File: src/rtl/pipeline_sequencer_if.sv
// Handshake bundle between the pipeline sequencer and the datapath buffers/multiplier.
// CNT_W must match the sequencer's CNT_W.
interface pipeline_sequencer_if #(
    parameter int CNT_W = 16
);
    logic [3:0]       ex_src_a;
    logic [3:0]       ex_src_b;
    logic             ex_is_mul;
    logic             ex_jump;
    logic [3:0]       wb_dest;
    logic             wb_has_wb;
    logic             mul_done;

    logic             pc_wr;
    logic             pc_sel_jump;
    logic             dec_exe_wr;
    logic             dec_exe_bubble;
    logic             exe_wb_wr;
    logic             exe_wb_bubble;
    logic             exe_wb_sel_mul;
    logic             rb_wr;
    logic             fwd_a;
    logic             fwd_b;
    logic             mul_start;
    logic             mul_err;
    logic [CNT_W-1:0] stall_cnt;

    modport master (
        output ex_src_a, ex_src_b, ex_is_mul, ex_jump, wb_dest, wb_has_wb, mul_done,
        input  pc_wr, pc_sel_jump, dec_exe_wr, dec_exe_bubble, exe_wb_wr, exe_wb_bubble,
               exe_wb_sel_mul, rb_wr, fwd_a, fwd_b, mul_start, mul_err, stall_cnt
    );

    modport slave (
        input  ex_src_a, ex_src_b, ex_is_mul, ex_jump, wb_dest, wb_has_wb, mul_done,
        output pc_wr, pc_sel_jump, dec_exe_wr, dec_exe_bubble, exe_wb_wr, exe_wb_bubble,
               exe_wb_sel_mul, rb_wr, fwd_a, fwd_b, mul_start, mul_err, stall_cnt
    );
endinterface

File: src/rtl/pipeline_sequencer.sv
// Control FSM for the 3-stage 16-bit pipeline: write enables, jump bubbles,
// multiplier stall with watchdog, and writeback-to-execute forwarding.
//
// state | meaning
// BOOT  | first cycle after reset, instruction memory output not yet valid
// RUN   | normal flow, watches for multiply and taken jump
// MUL   | fetch frozen until mul_done or watchdog expiry
// FLUSH | one bubble for the instruction fetched before a redirect
module pipeline_sequencer #(
    parameter int MUL_MAX_CYCLES = 16,
    parameter int CNT_W          = 16
) (
    input logic                 CLK,
    input logic                 RST,
    pipeline_sequencer_if.slave seq
);
    localparam int MW = $clog2(MUL_MAX_CYCLES);

    typedef enum logic [1:0] {
        BOOT  = 2'd0,
        RUN   = 2'd1,
        MUL   = 2'd2,
        FLUSH = 2'd3
    } state_t;

    state_t           state;
    logic [MW-1:0]    mulCnt;
    logic             mulErr;
    logic [CNT_W-1:0] stallCnt;

    logic pcWr, pcSelJump, decExeWr, decExeBubble;
    logic exeWbWr, exeWbBubble, exeWbSelMul, mulStart;
    logic watchdogHit, stallInc;

    assign watchdogHit = (mulCnt == MW'(MUL_MAX_CYCLES - 1));

    always_comb begin
        pcWr         = 1'b0;
        pcSelJump    = 1'b0;
        decExeWr     = 1'b0;
        decExeBubble = 1'b0;
        exeWbWr      = 1'b0;
        exeWbBubble  = 1'b0;
        exeWbSelMul  = 1'b0;
        mulStart     = 1'b0;
        if (RST) begin
            case (state)
                BOOT, FLUSH: begin
                    pcWr         = 1'b1;
                    decExeWr     = 1'b1;
                    decExeBubble = 1'b1;
                    exeWbWr      = 1'b1;
                end
                RUN: begin
                    pcWr     = 1'b1;
                    decExeWr = 1'b1;
                    exeWbWr  = 1'b1;
                    if (seq.ex_is_mul) begin
                        // older instruction drains; the multiply itself waits for its result
                        mulStart    = 1'b1;
                        pcWr        = 1'b0;
                        decExeWr    = 1'b0;
                        exeWbBubble = 1'b1;
                    end else if (seq.ex_jump) begin
                        pcSelJump    = 1'b1;
                        decExeBubble = 1'b1;
                    end
                end
                MUL: begin
                    if (seq.mul_done) begin
                        exeWbWr     = 1'b1;
                        exeWbSelMul = 1'b1;
                        pcWr        = 1'b1;
                        decExeWr    = 1'b1;
                    end else if (watchdogHit) begin
                        exeWbWr     = 1'b1;
                        exeWbBubble = 1'b1;
                        pcWr        = 1'b1;
                        decExeWr    = 1'b1;
                    end
                end
                default: ;
            endcase
        end
    end

    assign stallInc = !pcWr || decExeBubble || exeWbBubble;

    always_ff @(posedge CLK or negedge RST) begin
        if (!RST) begin
            state    <= BOOT;
            mulCnt   <= '0;
            mulErr   <= 1'b0;
            stallCnt <= '0;
        end else begin
            if (stallInc && (stallCnt != {CNT_W{1'b1}}))
                stallCnt <= stallCnt + CNT_W'(1);
            case (state)
                BOOT:  state <= RUN;
                FLUSH: state <= RUN;
                RUN: begin
                    if (seq.ex_is_mul) begin
                        mulCnt <= '0;
                        state  <= MUL;
                    end else if (seq.ex_jump) begin
                        state <= FLUSH;
                    end
                end
                MUL: begin
                    mulCnt <= mulCnt + MW'(1);
                    if (seq.mul_done) begin
                        state <= RUN;
                    end else if (watchdogHit) begin
                        mulErr <= 1'b1;
                        state  <= RUN;
                    end
                end
                default: state <= BOOT;
            endcase
        end
    end

    // Forwarding and bank write depend only on the buffers, gated to zero in reset
    assign seq.fwd_a          = RST & seq.wb_has_wb & (seq.wb_dest == seq.ex_src_a);
    assign seq.fwd_b          = RST & seq.wb_has_wb & (seq.wb_dest == seq.ex_src_b);
    assign seq.rb_wr          = RST & seq.wb_has_wb;
    assign seq.pc_wr          = pcWr;
    assign seq.pc_sel_jump    = pcSelJump;
    assign seq.dec_exe_wr     = decExeWr;
    assign seq.dec_exe_bubble = decExeBubble;
    assign seq.exe_wb_wr      = exeWbWr;
    assign seq.exe_wb_bubble  = exeWbBubble;
    assign seq.exe_wb_sel_mul = exeWbSelMul;
    assign seq.mul_start      = mulStart;
    assign seq.mul_err        = mulErr;
    assign seq.stall_cnt      = stallCnt;
endmodule
File: src/flat_wrapper.sv
// flat-port wrapper written by rule: the top's interface ports become plain ports
module pipeline_sequencer_flat 
#(
    parameter int MUL_MAX_CYCLES = 16,
    parameter int CNT_W          = 16
)
  (CLK, RST, seq_ex_src_a, seq_ex_src_b, seq_ex_is_mul, seq_ex_jump, seq_wb_dest, seq_wb_has_wb, seq_mul_done, seq_pc_wr, seq_pc_sel_jump, seq_dec_exe_wr, seq_dec_exe_bubble, seq_exe_wb_wr, seq_exe_wb_bubble, seq_exe_wb_sel_mul, seq_rb_wr, seq_fwd_a, seq_fwd_b, seq_mul_start, seq_mul_err, seq_stall_cnt);
  pipeline_sequencer_if #(.CNT_W(CNT_W)) seq_i ();
  input logic CLK;
  input logic RST;
  input wire logic [$bits(seq_i.ex_src_a)-1:0] seq_ex_src_a;
  input wire logic [$bits(seq_i.ex_src_b)-1:0] seq_ex_src_b;
  input wire logic [$bits(seq_i.ex_is_mul)-1:0] seq_ex_is_mul;
  input wire logic [$bits(seq_i.ex_jump)-1:0] seq_ex_jump;
  input wire logic [$bits(seq_i.wb_dest)-1:0] seq_wb_dest;
  input wire logic [$bits(seq_i.wb_has_wb)-1:0] seq_wb_has_wb;
  input wire logic [$bits(seq_i.mul_done)-1:0] seq_mul_done;
  output wire logic [$bits(seq_i.pc_wr)-1:0] seq_pc_wr;
  output wire logic [$bits(seq_i.pc_sel_jump)-1:0] seq_pc_sel_jump;
  output wire logic [$bits(seq_i.dec_exe_wr)-1:0] seq_dec_exe_wr;
  output wire logic [$bits(seq_i.dec_exe_bubble)-1:0] seq_dec_exe_bubble;
  output wire logic [$bits(seq_i.exe_wb_wr)-1:0] seq_exe_wb_wr;
  output wire logic [$bits(seq_i.exe_wb_bubble)-1:0] seq_exe_wb_bubble;
  output wire logic [$bits(seq_i.exe_wb_sel_mul)-1:0] seq_exe_wb_sel_mul;
  output wire logic [$bits(seq_i.rb_wr)-1:0] seq_rb_wr;
  output wire logic [$bits(seq_i.fwd_a)-1:0] seq_fwd_a;
  output wire logic [$bits(seq_i.fwd_b)-1:0] seq_fwd_b;
  output wire logic [$bits(seq_i.mul_start)-1:0] seq_mul_start;
  output wire logic [$bits(seq_i.mul_err)-1:0] seq_mul_err;
  output wire logic [$bits(seq_i.stall_cnt)-1:0] seq_stall_cnt;
  assign seq_i.ex_src_a = seq_ex_src_a;
  assign seq_i.ex_src_b = seq_ex_src_b;
  assign seq_i.ex_is_mul = seq_ex_is_mul;
  assign seq_i.ex_jump = seq_ex_jump;
  assign seq_i.wb_dest = seq_wb_dest;
  assign seq_i.wb_has_wb = seq_wb_has_wb;
  assign seq_i.mul_done = seq_mul_done;
  assign seq_pc_wr = seq_i.pc_wr;
  assign seq_pc_sel_jump = seq_i.pc_sel_jump;
  assign seq_dec_exe_wr = seq_i.dec_exe_wr;
  assign seq_dec_exe_bubble = seq_i.dec_exe_bubble;
  assign seq_exe_wb_wr = seq_i.exe_wb_wr;
  assign seq_exe_wb_bubble = seq_i.exe_wb_bubble;
  assign seq_exe_wb_sel_mul = seq_i.exe_wb_sel_mul;
  assign seq_rb_wr = seq_i.rb_wr;
  assign seq_fwd_a = seq_i.fwd_a;
  assign seq_fwd_b = seq_i.fwd_b;
  assign seq_mul_start = seq_i.mul_start;
  assign seq_mul_err = seq_i.mul_err;
  assign seq_stall_cnt = seq_i.stall_cnt;
  pipeline_sequencer #(.MUL_MAX_CYCLES(MUL_MAX_CYCLES), .CNT_W(CNT_W)) u_core (.CLK(CLK), .RST(RST), .seq(seq_i));
endmodule
File: config.mk
export PLATFORM = sky130hd
export DESIGN_NAME = pipeline_sequencer_flat
export DESIGN_NICKNAME = d
export VERILOG_FILES = /design/src/rtl/pipeline_sequencer_if.sv /design/src/rtl/pipeline_sequencer.sv /design/src/flat_wrapper.sv
export SDC_FILE = /design/constraint.sdc
export NUM_CORES = 1
export LEC_CHECK = 0
export ABC_AREA = 1
export CORE_ASPECT_RATIO = 1.5
export CORE_MARGIN = 2
export CORE_UTILIZATION = 35
export CTS_CLUSTER_DIAMETER = 40
export CTS_CLUSTER_SIZE = 30
export DETAILED_ROUTE_END_ITERATION = 8
export GPL_TIMING_DRIVEN = 0
export PLACE_DENSITY = 0.66
export SLEW_MARGIN = 20
export SYNTH_ARGS = -nofsm -noshare
export SYNTH_HDL_FRONTEND = slang
export SYNTH_SLANG_ARGS = --single-unit
File: constraint.sdc
create_clock -name CLK -period 1.45 [get_ports CLK]
set_input_delay 0.29 -clock CLK [delete_from_list [all_inputs] [get_ports CLK]]
set_output_delay 0.29 -clock CLK [all_outputs]
set_load 0.05 [all_outputs]
; After elaboration in Yosys (flattened, before gate mapping)
; Index checks and enable logic that the tools add are counted.
[totals]
register_bits = 23
inputBits = 18
wordCells = 60
[classes]
n_addsub = 2
bitwise = 4
n_mux = 29
reduce_logical = 11
eq_ne = 10
[op_table]
columns = op, n
row1 = $mux W1, 18
row2 = $add A16 B1 Y16 const B, 1
row3 = $ne A16 B16 Y1 const B, 1
row4 = $eq A4 B4 Y1, 2
row5 = $mux W2, 4
row6 = $pmux W4 S2, 1
row7 = $pmux W1 S2, 3
row8 = $pmux W2 S3, 1
row9 = $add A4 B1 Y4 const B, 1
row10 = $eq A2 B2 Y1 const B, 2
row11 = $eq A4 B4 Y1 const B, 1
row12 = $mux W4, 1
row13 = $reduce_and A2 Y1, 2
row14 = $and A1 B1 Y1, 3
row15 = $ne A3 B2 Y1 const B, 1
row16 = $ne A3 B3 Y1 const B, 1
row17 = $pmux W1 S3, 1
row18 = $reduce_and A3 Y1, 1
row19 = $reduce_or A3 Y1, 1
row20 = $eq A2 B1 Y1 const B, 1
row21 = $logic_not A2 Y1, 1
row22 = $logic_or A1 B1 Y1, 2
row23 = $ne A2 B2 Y1 const B, 1
row24 = $reduce_bool A2 Y1, 1
row25 = other kinds (4), 4

; Logic depth before layout (Yosys ltp)
; Gate-level depths: netlist of run 1.
[depth]
word_depth = 9
mapped_depth = 12
mapped_depth_nobuf = 10

; Worst setup path before layout of run 1
; Ideal clock, no wire load.
[synth_path]
path_type = input to output
start = input seq_wb_dest[3]
end = output seq_fwd_b
t_arrival_ns = 1.965
path_stages = 2
path_slack_ns = -0.805
path_buffers = 0
t_required_ns = 1.160
cell_sequence = xor2_1 -> nor4_1
[synth_via]
elab_chain_cells = 2
[synth_rtl]
columns = item, line
row1 = start: declaration, flat_wrapper.sv:15  ; input wire logic [$bits(seq_i.wb_dest)-1:0] seq_wb_dest;
row2 = $eq A4 B4 Y1, pipeline_sequencer.sv:125  ; assign seq.fwd_b = RST & seq.wb_has_wb & (seq.wb_dest == seq.ex_src_b);
row3 = $and A1 B1 Y1, pipeline_sequencer.sv:125
row4 = end: declaration, flat_wrapper.sv:27  ; output wire logic [$bits(seq_i.fwd_b)-1:0] seq_fwd_b;
; No other way between the ends.

; Final worst setup path of run 1
[layout_path]
start = register u_core.state[1]
end = output seq_pc_wr
[layout_via]
elab_chain_cells = 4
elab_cells_between_ends = 7
[layout_rtl]
columns = item, line
row1 = start: declaration, pipeline_sequencer.sv:26  ; state_t state;
row2 = start signal: assignment, pipeline_sequencer.sv:91  ; state <= BOOT;
row3 = start signal: assignment, pipeline_sequencer.sv:99  ; BOOT: state <= RUN;
row4 = start signal: assignment, pipeline_sequencer.sv:100  ; FLUSH: state <= RUN;
row5 = $eq A2 B2 Y1 or $logic_not A2 Y1 (tied branches), pipeline_sequencer.sv:47  ; case (state)
row6 = $reduce_or A2 Y1 (no line), n/a
row7 = $pmux W1 S3 *, pipeline_sequencer.sv:47
row8 = $mux W1 *, pipeline_sequencer.sv:46  ; if (RST) begin
row9 = end: declaration, flat_wrapper.sv:18  ; output wire logic [$bits(seq_i.pc_wr)-1:0] seq_pc_wr;
; Every way passes the cells marked *; elsewhere a longest branch is shown, timed or not.

==> results.py, run 1 <==
metrics = {
    "cells_and_area": {
        "final_area_um2": 2480,
        "antennaDiodeCount": 0,
        "synthToLayoutAreaGrowth_pct": 51.0,
        "nets": 322,
        "fill_cells": 430,
        "fin_util_pct": 55.0,
        "layout-drive-gt1-share_pct": 34.8,
    },
    "power": {
        "p_sw_mw": 1.94,
        "internal_power_mw": 2.05,
        "seq_power_share_pct": 24.4,
        "ir_worst_vdd_uv": 1000,
        "p_leak_nw": 1.18,
        "switching_share_pct": 48.6,
        "power.density_nw_per_um2": 1610,
        "combinationalPowerShare_pct": 65.4,
        "clock_power_share_pct": 10.2,
    },
    "clock_tree": {
        "clkSlewWorstSetupHoldPaths_ns": 0.08,
        "cts_tree": "built",
        "clk_latency_ns": 0.27,
        "cts_htree_levels": 1,
        "cts_buffer_depth": 2,
        "root_buffer": "clkbuf_8",
        "cts.sinks": 23,
        "numCtsBuffers": 3,
    },
    "logic_synthesis": {
        "syn_avg_cell_area_um2": 7.01,
        "seq_area_frac_synth_pct": 35.1,
        "syn_inst": 234,
        "ys_ff_latch": 23,
        "synthDistinctLibCells": 27,
        "synth.yosys.warnings": 0,
        "synth_nets": 256,
        "synth_edf_count": 0,
        "syn-cell-area_um2": 1640,
        "async_flop_share_pct": 100,
        "ys.flop_type": "dfrtp_1",
    },
    "global_routing": {
        "grt_pass1_vias": 1585,
        "antenna_found_initial": 0,
        "grt-ovfl-total": 0,
        "grt_pass1_wl_um": 6890,
        "grt.total_usage_pct": 17.0,
        "grt_max_degree": 24,
    },
    "worst_hold_path": {
        "worstHoldPathType": "in -> async",
    },
    "routing": {
        "vias": 1727,
        "viasPerCell": 4.98,
        "drt-pass1-iter-count": 4,
        "first_iter_violations": 65,
        "wirelength_um": 4340,
        "antenna_left": 0,
        "wire_per_inst_um": 12.5,
        "drc_errors": 0,
    },
    "status": {
        "outcome": "finished, violations left",
        "violations": "negative setup slack",
    },
    "timing": {
        "post-route-min-period_ns": 1.88,
        "setup_ws_ns": -0.426,
        "hold_violations": 0,
        "finClkSkew_ns": 0.00271,
        "fin_crit_sh_pct": 129,
        "worst_pin_slew_ns": 0.516,
        "whs_ns": 0.102,
        "maxSlewViolCount": 0,
        "relSlewSlack_pct": 65.6,
        "rsz0062_at_grt": "true",
        "setup_tns_ns": -6.83,
        "setup_viol": 24,
        "max_clock_freq_mhz": 533,
    },
    "die": {
        "core_um2": 4500,
        "fp.dieW_um": 59.9,
        "io_pins": 46,
        "die_area_um2": 5260,
        "rows": 30,
        "die_h_um": 87.8,
        "start_util_pct": 36.4,
    },
    "placed_design": {
        "globalplace.congestion": 0.875,
        "port_buffers": 45,
        "dp_slack_ns": -1.10,
        "hpwl_um": 2980,
        "placed_area_um2": 2200,
    },
    "critical_path": {
        "start_kind": "flop",
        "endpoint_kind": "output pin",
        "criticalPathCategory": "reg -> out",
        "cp_data_required_time_ns": 1.16,
        "path_max_fanout": 3,
        "worstPathArrival_ns": 1.59,
        "rrSetupSlack_ns": -0.30,
    },
    "run": {
        "cap_violations": 0,
    },
}
[worst max-delay path, cell delays in order (launching register included)]
cell and delay, ns:
dfrtp_1 0.44, ha_4 0.30, inv_2 0.04, nand2_2 0.07
nor2_4 0.05, a21oi_4 0.17, buf_6 0.12, buf_8 0.13
[routing by layer]
layer | vias up | global-route usage [%] | wire (um)
met5 | - | 0 | 0
met4 | 0 | 4.85 | 71
met3 | 7 | 1.92 | 158
met2 | 38 | 33.9 | 2460
met1 | 812 | 17.7 | 1650
li1 | 870 | - | -
[sequential cells by signal, summed over array words and instances, names as in the netlist]
register              flops
u_core.state              2
u_core.seq.mul_err        1
u_core.seq.stall_cnt     16
u_core.mulCnt             4
[cell usage after synthesis, types with 2 or more instances]
library cell  instances  share of area, %
xor2_1                4               2.1
dfrtp_1              23                35
o21ai_0               6               1.8
nand3_1              24               7.3
nand2_1              76                17
and3_1                2              0.76
nand4_1               4               1.5
nand3_2               3               1.8
nor2_1               28               6.4
a21oi_1               3              0.92
ha_1                  4               3.1
or2_2                 2              0.76
buf_6                 4               2.7
nand2_2               2              0.76
nor2_4                2               1.4
inv_1                28               6.4
xnor2_1               7               3.7
nor3_1                3              0.92
[cells in the final DEF (no fill, tap or decap), types with 3 or more instances in the layout]
master           count
clkinvlp_4           3
nand3_2              3
nor2_1              24
clkbuf_8             3
clkdlybuf4s15_2     13
inv_2                7
clkdlybuf4s50_1      3
nand2_2              6
nand4_1              4
nor2_4               4
o21ai_0              4
nand2_4              5
nand2_1             67
dlygate4sd2_1        6
xor2_1               4
buf_4               14
nand3_1             24
buf_6               17
ha_4                 3
buf_2                7
a21oi_1              3
inv_1               20
dfrtp_1             21
xnor2_1              7
[area by class of cell]
class                   count  area, um2  area share, %
plain buffers               4       45.0           1.82
well taps                  48       60.1           2.43
repair buffers             62        576           23.2
clock inverters             1       7.51          0.303
inverters                  29        116           4.70
clock buffers               3       41.3           1.67
multi-input cells         177       1050           42.5
flip-flops and latches     23        578           23.3
[stage by stage]
| stage | power (mW) | instances |
|---|---|---|
| global placement | 3.03 | 327 |
| CTS | 3.81 | 343 |
| floorplan | 2.45 | 234 |
| detailed placement | 3.05 | 327 |
| finish | 3.99 | 347 |
| global route | 4.25 | 347 |
[logic make-up (layout without fill, tap and decap cells)]
| kind of cell | after synthesis | count (layout) | synth area share, % |
|---|---|---|---|
| AOI/OAI and AO/OA | 13 | 13 | 4.88 |
| and+or+nand+nor | 149 | 149 | 41.3 |
| buffers and inverters | 34 | 99 | 9.84 |
| adders and majority gates | 4 | 4 | 3.05 |
| DFF | 23 | 23 | 35.1 |
| xor gates and xnor gates | 11 | 11 | 5.87 |
[power by group through the flow]
stage / clock network (mW) / registers [mW] / logic (mW)
floorplan: 0 / 1.23 / 1.23
global placement: 0 / 0.975 / 2.06
detailed placement: 0 / 0.977 / 2.08
CTS: 0.424 / 0.971 / 2.41
global route: 0.458 / 0.995 / 2.79
finish: 0.408 / 0.971 / 2.61
[repair_timing]
item                                    in CTS  in global routing
endpoints found under the setup margin      46                 35
pin swaps                                   13                 10
hold buffers                                 1                  0
endpoints found under the hold margin       23                  0
setup buffers                               10                  4
gates resized for setup                    174                 27
cloned                                       2                  0
[path summary, 6_finish.rpt]
kind,start,to,cells after the start
max,u_core.state[1],seq_pc_wr,7
min,RST,u_core.seq.stall_cnt[2],2
max reg2reg,u_core.state[1],u_core.seq.stall_cnt[6],10
min reg2reg,u_core.seq.mul_err,u_core.seq.mul_err,1
max in group asynchronous,RST,u_core.seq.stall_cnt[1],2
min in group CLK,u_core.seq.mul_err,u_core.seq.mul_err,1
Note: power is estimated with default switching activity, not from simulation.
==> run 2, diff against run 1 <==
CTS_BUF_LIST = sky130_fd_sc_hd__clkbuf_2   (was default)
==> results.py, run 2 (synthesized netlist as in run 1, its figures left out) <==
metrics = {
    "timing": {
        "relSlewSlack_pct": 65.6,
        "worst_pin_slew_ns": 0.516,
        "hold_violations": 0,
        "maxSlewViolCount": 0,
        "setup_viol": 24,
        "fin_crit_sh_pct": 139,
        "setup_ws_ns": -0.569,
        "finClkSkew_ns": 0.00187,
        "setup_tns_ns": -8.19,
        "max_clock_freq_mhz": 495,
        "rsz0062_at_grt": "true",
        "post-route-min-period_ns": 2.02,
    },
    "clock_tree": {
        "cts_buffer_depth": 2,
        "clkSlewWorstSetupHoldPaths_ns": 0.23,
        "root_buffer": "clkbuf_2",
        "cts.sinks": 23,
        "clk_latency_ns": 0.35,
        "cts_htree_levels": 1,
        "cts_tree": "built",
        "numCtsBuffers": 3,
    },
    "power": {
        "internal_power_mw": 1.94,
        "power.density_nw_per_um2": 1570,
        "p_sw_mw": 1.91,
        "switching_share_pct": 49.6,
        "p_leak_nw": 1.18,
        "clock_power_share_pct": 7.2,
        "combinationalPowerShare_pct": 67.2,
        "seq_power_share_pct": 25.6,
        "ir_worst_vdd_uv": 1010,
    },
    "critical_path": {
        "endpoint_kind": "output pin",
        "worstPathArrival_ns": 1.73,
        "cp_slowest_cell": "dfrtp_1",
        "rrSetupSlack_ns": -0.32,
        "start_kind": "flop",
        "path_max_fanout": 3,
        "cpPeakStageDelay_ns": 0.48,
        "cp_data_required_time_ns": 1.16,
        "crit_chain": "ha_4 -> inv_2 -> nand2_2 -> nor2_4 -> a21oi_4 -> buf_6 -> buf_8",
        "criticalPathCategory": "reg -> out",
    },
    "die": {
        "core_um2": 4500,
        "die_h_um": 87.8,
        "start_util_pct": 36.4,
        "rows": 30,
        "fp.dieW_um": 59.9,
        "die_area_um2": 5260,
        "io_pins": 46,
    },
    "placed_design": {
        "dpl.cell_count": 327,
        "hpwl_um": 2980,
        "port_buffers": 45,
        "globalplace.congestion": 0.875,
    },
    "cells_and_area": {
        "layout-drive-gt1-share_pct": 37.9,
        "largest_reg_flops": 16,
        "final_cells": 349,
        "mostFrequentLayoutCell": "nand2_1",
        "antennaDiodeCount": 0,
        "nets": 324,
        "final_cell_mix": "68 x nand2_1, 24 x nor2_1, 24 x nand3_1",
        "synthToLayoutAreaGrowth_pct": 49.7,
    },
    "routing": {
        "wire_per_inst_um": 12.5,
        "drt-pass1-iter-count": 4,
        "viasPerCell": 4.85,
        "vias": 1692,
        "drc_errors": 0,
        "wirelength_um": 4370,
        "first_iter_violations": 67,
        "antenna_left": 0,
    },
    "global_routing": {
        "grt.total_usage_pct": 17.3,
        "antenna_found_initial": 0,
        "grt_max_degree": 24,
        "grt-ovfl-total": 0,
        "grt_pass1_vias": 1582,
        "grt_pass1_wl_um": 7020,
    },
    "status": {
        "outcome": "finished, violations left",
        "violations": "negative setup slack",
    },
    "worst_hold_path": {
        "worstHoldPathType": "in -> async",
    },
    "run": {
        "cap_violations": 0,
    },
}
-- run 2: cell types whose count changed in the layout (fill, tap and decap cells not counted), sizes merged --
cell,delta
clkdlybuf4s15,-13
dlygate4sd3,+1
clkbuf,+10
buf,+4
-- run 2: final timing paths --
check                                    from                 endpoint  cells past startpoint
max                           u_core.state[1]                seq_pc_wr                      7
min                                       RST  u_core.seq.stall_cnt[2]                      3
max reg2reg                   u_core.state[1]  u_core.seq.stall_cnt[9]                     11
min reg2reg                u_core.seq.mul_err       u_core.seq.mul_err                      1
max in group asynchronous                 RST  u_core.seq.stall_cnt[7]                      3
min in group CLK           u_core.seq.mul_err       u_core.seq.mul_err                      1
-- run 2: metrics by stage --
step	power (mW)	setup WS [ns]	cell area [um2]	hold slack [ns]	util (%)
after floorplan	2.45	-0.328	1700	-0.00559	-
after global placement	3.03	-2.06	2210	0.479	49.1
after detailed placement	3.05	-1.10	2200	0.317	48.9
after CTS	3.63	-0.573	2320	0.534	51.5
after global routing	4.11	-0.683	2450	0.515	54.5
final	3.84	-0.569	2450	0.497	54.5
-- run 2: power groups by stage --
stage	clock network, mW	registers (mW)	logic (mW)
after floorplan	0	1.23	1.23
after global placement	0	0.975	2.06
after detailed placement	0	0.977	2.08
after CTS	0.284	0.975	2.37
after global routing	0.326	1.01	2.78
final	0.278	0.983	2.58
-- run 2: timing repair --
action / in CTS / in global routing
cloned: 2 / 0
setup endpoints to repair: 46 / 47
hold buffers: 1 / 1
resized for setup: 211 / 47
pin swaps: 13 / 10
setup buffers: 11 / 4
endpoints found under the hold margin: 23 / 23
-- run 2: final cells by class --
cell class	count	area (um2)
plain buffers	4	45.0
clock buffers	3	15.0
clock inverters	1	7.51
fillers	439	2050
inverters	29	116
multi-input cells	177	1060
flip-flops and latches	23	589
well taps	48	60.1
repair buffers	64	564
-- run 2: per-layer routing --
metal  up-vias  routed length (um)  track usage [%]
met2        35                2480             32.9
met3         7                 140             1.92
met4         0                  73             6.26
li1        870                   -                -
met5         -                   0                0
met1       780                1670             18.9
-- run 2: worst max-delay path, delay by kind of cell (launching register included) --
family                   cells  cell delay (ns)
flip-flops                   1             0.48
buffers and inverters        3             0.30
AO/OA/AOI/OAI                1             0.18
adder cells (fa/ha/maj)      1             0.30
AND/OR/NAND/NOR              2             0.12
